`config.mk`:
```
export PLATFORM = sky130hd
export DESIGN_NAME = instr_fetch_stage
export DESIGN_NICKNAME = d
export VERILOG_FILES = /design/src/rtl/instr_fetch_stage_pkg.sv /design/src/rtl/instr_fetch_stage_if_id_reg.sv /design/src/rtl/instr_fetch_stage.sv
export SDC_FILE = /design/constraint.sdc
export NUM_CORES = 1
export LEC_CHECK = 0
export ABC_AREA = 1
export ABC_CLOCK_PERIOD_IN_PS = 2350
export BUFFER_PORTS_ARGS = -buffer_cell sky130_fd_sc_hd__buf_4
export CORE_MARGIN = 4
export CORE_UTILIZATION = 49
export CTS_CLUSTER_DIAMETER = 150
export CTS_CLUSTER_SIZE = 8
export DETAILED_ROUTE_END_ITERATION = 10
export PLACE_DENSITY = 0.79
export SLEW_MARGIN = 20
export SYNTH_ARGS = -nofsm -noshare
export SYNTH_HDL_FRONTEND = slang
export SYNTH_SLANG_ARGS = --single-unit
```
`constraint.sdc`:
```
create_clock -name Clk -period 2.35 [get_ports Clk]
set_clock_uncertainty 0.1 [all_clocks]
set_input_delay 0.3525 -clock Clk [delete_from_list [all_inputs] [get_ports Clk]]
set_output_delay 0.3525 -clock Clk [all_outputs]
set_load 0.02 [all_outputs]
```
`src/rtl/instr_fetch_stage_pkg.sv`:
```
// Shared types for the fetch stage: FSM state, IF/ID bundle, constants.
// Imported by instr_fetch_stage and if_id_reg.
package instr_fetch_stage_pkg;

  typedef enum logic {
    RUN  = 1'b0,
    HALT = 1'b1
  } fetch_state_e;

  localparam logic [31:0] NOP_WORD = 32'h0000_0000;
  localparam logic [31:0] PC_STEP  = 32'd4;

  typedef struct packed {
    logic [31:0] inst;
    logic [31:0] pc_plus4;
    logic        valid;
  } if_id_t;

endpackage

```
`src/rtl/instr_fetch_stage_if_id_reg.sv`:
```
// IF/ID pipeline register: rst > clr > ld > hold.
// Ports: clk, rst (sync, high), ld, clr, d (if_id_t), q (if_id_t).
module if_id_reg
  import instr_fetch_stage_pkg::*;
(
  input  logic   clk,
  input  logic   rst,
  input  logic   ld,
  input  logic   clr,
  input  if_id_t d,
  output if_id_t q
);

  always_ff @(posedge clk) begin
    if (rst) begin
      q.inst     <= NOP_WORD;
      q.pc_plus4 <= '0;
      q.valid    <= 1'b0;
    end else if (clr) begin
      // a bubble keeps the old pc_plus4
      q.inst  <= NOP_WORD;
      q.valid <= 1'b0;
    end else if (ld) begin
      q <= d;
    end
  end

endmodule

```
`src/rtl/instr_fetch_stage.sv`:
```
// Fetch stage: PC register, next-PC mux, RUN/HALT FSM, fetch counter.
// Ports: Clk, Reset (sync, high), Stall, Flush, BranchTaken/Target,
//   Jump/JumpTarget, InstReg -> Pc, IfId{Inst,PcPlus4,Valid}, Halted,
//   FetchCount, MisalignErr. Macro PC_MISALIGN_CHECK_EN enables the flag.
module instr_fetch_stage
  import instr_fetch_stage_pkg::*;
#(
  parameter logic [31:0] RESET_PC  = 32'h0000_0000,
  parameter int          MEM_WORDS = 1024,
  parameter logic [31:0] HALT_WORD = 32'hFFFF_FFFF
) (
  input  logic        Clk,
  input  logic        Reset,
  input  logic        Stall,
  input  logic        Flush,
  input  logic        BranchTaken,
  input  logic [31:0] BranchTarget,
  input  logic        Jump,
  input  logic [31:0] JumpTarget,
  input  logic [31:0] InstReg,
  output logic [31:0] Pc,
  output logic [31:0] IfIdInst,
  output logic [31:0] IfIdPcPlus4,
  output logic        IfIdValid,
  output logic        Halted,
  output logic [31:0] FetchCount,
  output logic        MisalignErr
);

  localparam logic [31:0] MEM_BYTES = 32'(MEM_WORDS * 4);

  fetch_state_e state_q, state_d;
  logic [31:0]  pc_q, pc_d;
  logic [31:0]  pc_inc;
  logic [31:0]  tgt;
  logic         redir;
  logic         ld, clr;
  logic [31:0]  cnt_q;
  if_id_t       ifid_d, ifid_q;

  assign pc_inc = (pc_q + PC_STEP) % MEM_BYTES;
  assign redir  = Jump | BranchTaken;
  assign tgt    = Jump ? JumpTarget : BranchTarget;

  assign ifid_d.inst     = InstReg;
  assign ifid_d.pc_plus4 = pc_inc;
  assign ifid_d.valid    = 1'b1;

  always_ff @(posedge Clk) begin
    if (Reset) begin
      state_q <= RUN;
      pc_q    <= RESET_PC;
      cnt_q   <= '0;
    end else begin
      state_q <= state_d;
      pc_q    <= pc_d;
      if (ld && cnt_q != 32'hFFFF_FFFF)
        cnt_q <= cnt_q + 32'd1;
    end
  end

  always_comb begin
    state_d = state_q;
    pc_d    = pc_q;
    ld      = 1'b0;
    clr     = 1'b0;
    unique case (state_q)
      RUN: begin
        if (redir) begin
          pc_d = tgt & ~32'h3;
          clr  = 1'b1;
        end else begin
          if (Flush)       clr = 1'b1;
          else if (!Stall) ld  = 1'b1;
          // the PC parks on the halt word's address
          if (ld && InstReg == HALT_WORD)
            state_d = HALT;
          else if (!Stall)
            pc_d = pc_inc;
        end
      end
      HALT: begin
        clr = 1'b1;
      end
    endcase
  end

`ifdef PC_MISALIGN_CHECK_EN
  logic mis_q;

  always_ff @(posedge Clk) begin
    if (Reset)
      mis_q <= 1'b0;
    else if (state_q == RUN && redir && tgt[1:0] != 2'b00)
      mis_q <= 1'b1;
  end

  assign MisalignErr = mis_q;
`else
  assign MisalignErr = 1'b0;
`endif

  if_id_reg u_if_id (
    .clk (Clk),
    .rst (Reset),
    .ld  (ld),
    .clr (clr),
    .d   (ifid_d),
    .q   (ifid_q)
  );

  assign Pc          = pc_q;
  assign IfIdInst    = ifid_q.inst;
  assign IfIdPcPlus4 = ifid_q.pc_plus4;
  assign IfIdValid   = ifid_q.valid;
  assign Halted      = (state_q == HALT);
  assign FetchCount  = cnt_q;

endmodule

```
Yosys cells after proc, flatten, opt, wreduce, memory -nomap -nowiden. Index checks and enable logic that the tools add are counted.

Flip-flop bits (word level): 110. Input bits: 102. Output and inout port bits: 131.

Add/sub/neg operators: 2. Equal/unequal tests: 4. Muxes and demuxes: 16. Bitwise operators: 3. Reduce and logical (&&, ||, !) cells: 5.

Operator list (count): 32-bit 2-to-1 mux (4); 32-bit by 1-bit adder with 32-bit output (second input constant) (1); 32-bit equality test (second input constant) (1); 32-bit inequality test (second input constant) (1); 12-bit by 3-bit adder with 12-bit output (second input constant) (1); 1-bit 2-to-1 mux (11); 3-bit AND reduction (1); 1-bit logical AND (2); 2-bit by 1-bit inequality test with 1-bit output (second input constant) (1); 2-bit inequality test (second input constant) (1); 1-bit NOT (2); 1-bit case mux with 2 select lines (1); 2-bit AND reduction (1); 2-bit OR reduction (1); 1-bit bitwise OR (1).

Depth between registers and ports, before layout.
Depth after elaboration: 8. Depth in mapped cells: 12. Depth with buffers taken out: 12.

Hierarchy. From an unflattened synthesis, not the netlist that was laid out.

Cells, all modules: 1035. Area, all modules: 6652.6 um2.

By module, submodules not included: instr_fetch_stage (times used 1, cells each 684, area each 4162.7 um2); if_id_reg (times used 1, cells each 351, area each 2489.9 um2).

Least setup slack after synthesis. No wires, ideal clock.

Path type: register to register. Start point: reg cnt_q[1], in the netlist FetchCount[1]. End point: reg cnt_q[16], in the netlist FetchCount[16]. Library setup time: 0.071 ns. Arrival time: 1.706 ns. Required time: 2.179 ns. Path slack: 0.473 ns. Stages on the path, launching flop included: 12. Period minus slack after synthesis: 1.877 ns. Cell sequence: dfxtp_1 -> ha_1 -> inv_1 -> nor2_4 -> nand2_2 -> nor2_4 -> nand2_2 -> nand2_4 -> buf_6 -> buf_8 -> nand2_1 -> a21oi_2.

Longest elaborated chain between the ends: 2.

RTL lines: start, declared (RTL line instr_fetch_stage.sv:38) `logic [31:0] cnt_q;`; start signal, assigned (RTL line instr_fetch_stage.sv:58) `cnt_q <= cnt_q + 32'd1;`; parallel branches: the longest is 2 deep, another holds 32-bit by 1-bit adder with 32-bit output.

Parallel ways; which one is timed is not known. A chain may end at the register's enable or synchronous reset.

Worst setup path in the final report.
Start point: reg cnt_q[0], in the netlist FetchCount[0]. End point: reg cnt_q[3], in the netlist FetchCount[3].

The elaborated chain is that of the path after synthesis.

==> qor.yml <==
slew_viol_final: 0
clk_latency_worst_skew_pair_ps: 350
antenna_found_initial: 0
critPathKind: "flip-flop to flip-flop"
power_leakage_nw: 3.582
synth_enable_flop_cells: 0
detail_route.iter0.violations: 452
seqCellArea_um2: 2122
grt_remaining_overflow: 0
cts.root.buffer_cell: "sky130_fd_sc_hd__clkbuf_16"
cts_resized: 0
top_delay_family_on_crit_path: "simple AND/OR/NAND/NOR gates"
growth_of_design_area_from_synthesis_to_finish_pct: 31.37
main_combinational_cell_family_by_area_after_synthesis: "simple AND/OR/NAND/NOR gates"
grt_first_pass_wirelength_um: 26220
fin_nets: 1187
detail_route.vias_per_cell: 4.956
post-synth-top-area-fraction_pct: 36.29
drc: 0
drive_gt1_share_pct: 24.91
design_area_um2: 7682
globalplace.congestion: 0.9120
netlist_instances: 893
grt_pass1_vias: 5518
ys_seq_area_share_pct: 36.29
worst-slew-pin-transition_ps: 654.0
std_cell_rows: 39
yosysWarningCount: 0
mean_area_per_synthesized_cell_um2: 6.549
post-cts-setup-buffer-count: 0
synth-adder-area-share_pct: 0.4279
fin_total_pwr_mw: 3.942
io_pins: 233
synthSimpleGateAreaFrac_pct: 36.86
ir_drop_v: 0.0006351
drv.max_cap_violation_count: 0
met2_wire_len_um: 8178
highest_clock_rate_ghz: 0.4832
highest_layer: "met4"
post-dp-hpwl_um: 12780
crit_path_max_incr_delay_ps: 380
arrival_worst_endpoint_ps: 2220
critical_path.n_buffers_inverters: 2
critical_path.startpoint_type: "flip-flop"
synth-compound-area-share_pct: 11.51
cp.required_ps: 2500
post-route-util_pct: 66.43
timing.final.hold_violations: 0
floorplan.core_area_um2: 11560
antenna_violating_nets_post_route: 0
drt-met1-wl_um: 7016
netlist.top_cell.by_area: "sky130_fd_sc_hd__dfxtp_1"
leading_cell_type_in_the_layout_fill_and_taps_excluded: "sky130_fd_sc_hd__nand2_1"
routed_wirelength_um: 16950
post_synthesis_instance_area_um2: 5848
fin_crit_sh_pct: 88.06
fin_setup_tns_ps: 0
grt_max_degree: 49
start_util_pct: 50.57
layout_common_cells: "sky130_fd_sc_hd__nand2_1, sky130_fd_sc_hd__buf_4, sky130_fd_sc_hd__nor2_1"
postPlaceCellArea_um2: 7391
multi_input_comb_area_um2: 3104
clkSlewWorstSetupHoldPaths_ps: 80
die-width_um: 117.2
met3_wirelength_um: 1428
synthFlopType: "sky130_fd_sc_hd__dfxtp_1"
number_of_diodes: 0
drt-pass1-iter-count: 5
port-buffer-count: 203
outcome: "finished, final reports clean"
min_period_ps: 2069
critical_path.max_fanout: 17
grt_setup_unrepaired: "false"
worst_path_max_delay_cell: "sky130_fd_sc_hd__dfxtp_1"
synth.area.mux_share_pct: 0
synth.ff_latch_count: 106
holdCritPathClass: "input pin to flip-flop"
hold_buffers: 0
powerDensity_nw_per_um2: 513.1
h_tree_levels: 3
postSynth.asyncResetShare_pct: 0
buffer_levels_on_the_longest_clock_path: 2
holdWs_ps: 142.7
worst_slew_margin_rel_pct: 56.29
crit_path_cell_trace: "ha_1 > inv_1 > nor2_4 > nand2_2 > nor2_4 > nand2_2 > nand2_4 > buf_4 > o21ai_0 > nand2_1 > nor2_1"
floorplan.die.height_um: 117.2
routedWlPerCell_um: 13.77
yosysUniqueCellTypes: 34
ys_top_cells_by_area: "sky130_fd_sc_hd__dfxtp_1, sky130_fd_sc_hd__nand2_1, sky130_fd_sc_hd__nor2_1, sky130_fd_sc_hd__inv_1, sky130_fd_sc_hd__a21oi_1"
cts_made_buffers: 9
final-setup-viol-count: 0
tritoncts_clock_tree: "yes"
layout_filler_cell_count: 1062
yosys.area_share.xor_xnor_pct: 2.546
worst_setup_path_end_kind: "flip-flop"
design.die.area_um2: 13750
dr_total_vias: 6101
numClockSinks: 106
grtUsageTotal_pct: 24.09
==> area by class of cell <==
class,instances,area share (%)
Inverter,83,4.088
Multi-Input combinational cell,661,40.41
Tap cell,143,2.329
Clock buffer,9,2.932
Timing Repair Buffer,222,21.86
Clock inverter,7,0.7655
Sequential cell,106,27.62
==> kinds of logic (layout without fill, tap and decap cells) <==
logic type / Yosys count / count (layout)
adders and majority gates: 2 / 2
and+or+nand+nor: 507 / 507
buffers and inverters: 150 / 321
DFF: 106 / 106
other: 1 / 25
xor gates and xnor gates: 17 / 17
AOI/OAI and AO/OA: 110 / 110
==> cells in the mapped netlist, drive strengths merged (4+ instances only) <==
master and count:
xor2 13, nor2 119, clkbuf 20, a21oi 63, buf 47, o211ai 5
a22oi 26, nand3b 10, o21ai 12, nand3 21, inv 83, nand4 32
nand2 321, xnor2 4, dfxtp 106
==> layer usage <==
layer	global-route usage [%]	up-vias
met5	0	-
met4	6.498	0
met3	8.432	21
met2	40.20	184
met1	29.54	2737
li1	-	3159
==> report_power, final <==
group / leakage (nW) / switching, mW / internal (mW)
registers: 0.861 / 0.0398 / 1.84
logic: 2.58 / 0.333 / 0.256
clock network: 0.139 / 0.731 / 0.739
total: 3.58 / 1.10 / 2.84
==> worst paths after layout <==
path | from | endpoint | slack (ps) | cells after the start
hold reg to reg | u_if_id.q[0] | u_if_id.q[0] | 360 | 2
hold / removal | Stall | u_if_id.q[0] | 140 | 2
setup reg to reg | FetchCount[0] | FetchCount[3] | 280 | 11
setup / recovery | FetchCount[0] | FetchCount[3] | 280 | 11
==> sequential cells by signal (all words and copies together), names as in the netlist <==
| name | cells |
|---|---|
| Halted | 1 |
| Pc | 30 |
| FetchCount | 32 |
| u_if_id.q | 43 |
==> metrics by stage <==
step | instances | setup WS [ps]
after floorplan | 917 | 473.0
after global placement | 1215 | 260.4
after detailed placement | 1215 | 198.9
after CTS | 1231 | 184.1
after global routing | 1231 | 73.95
final | 1231 | 280.6
(Power assumes the default switching activity.)
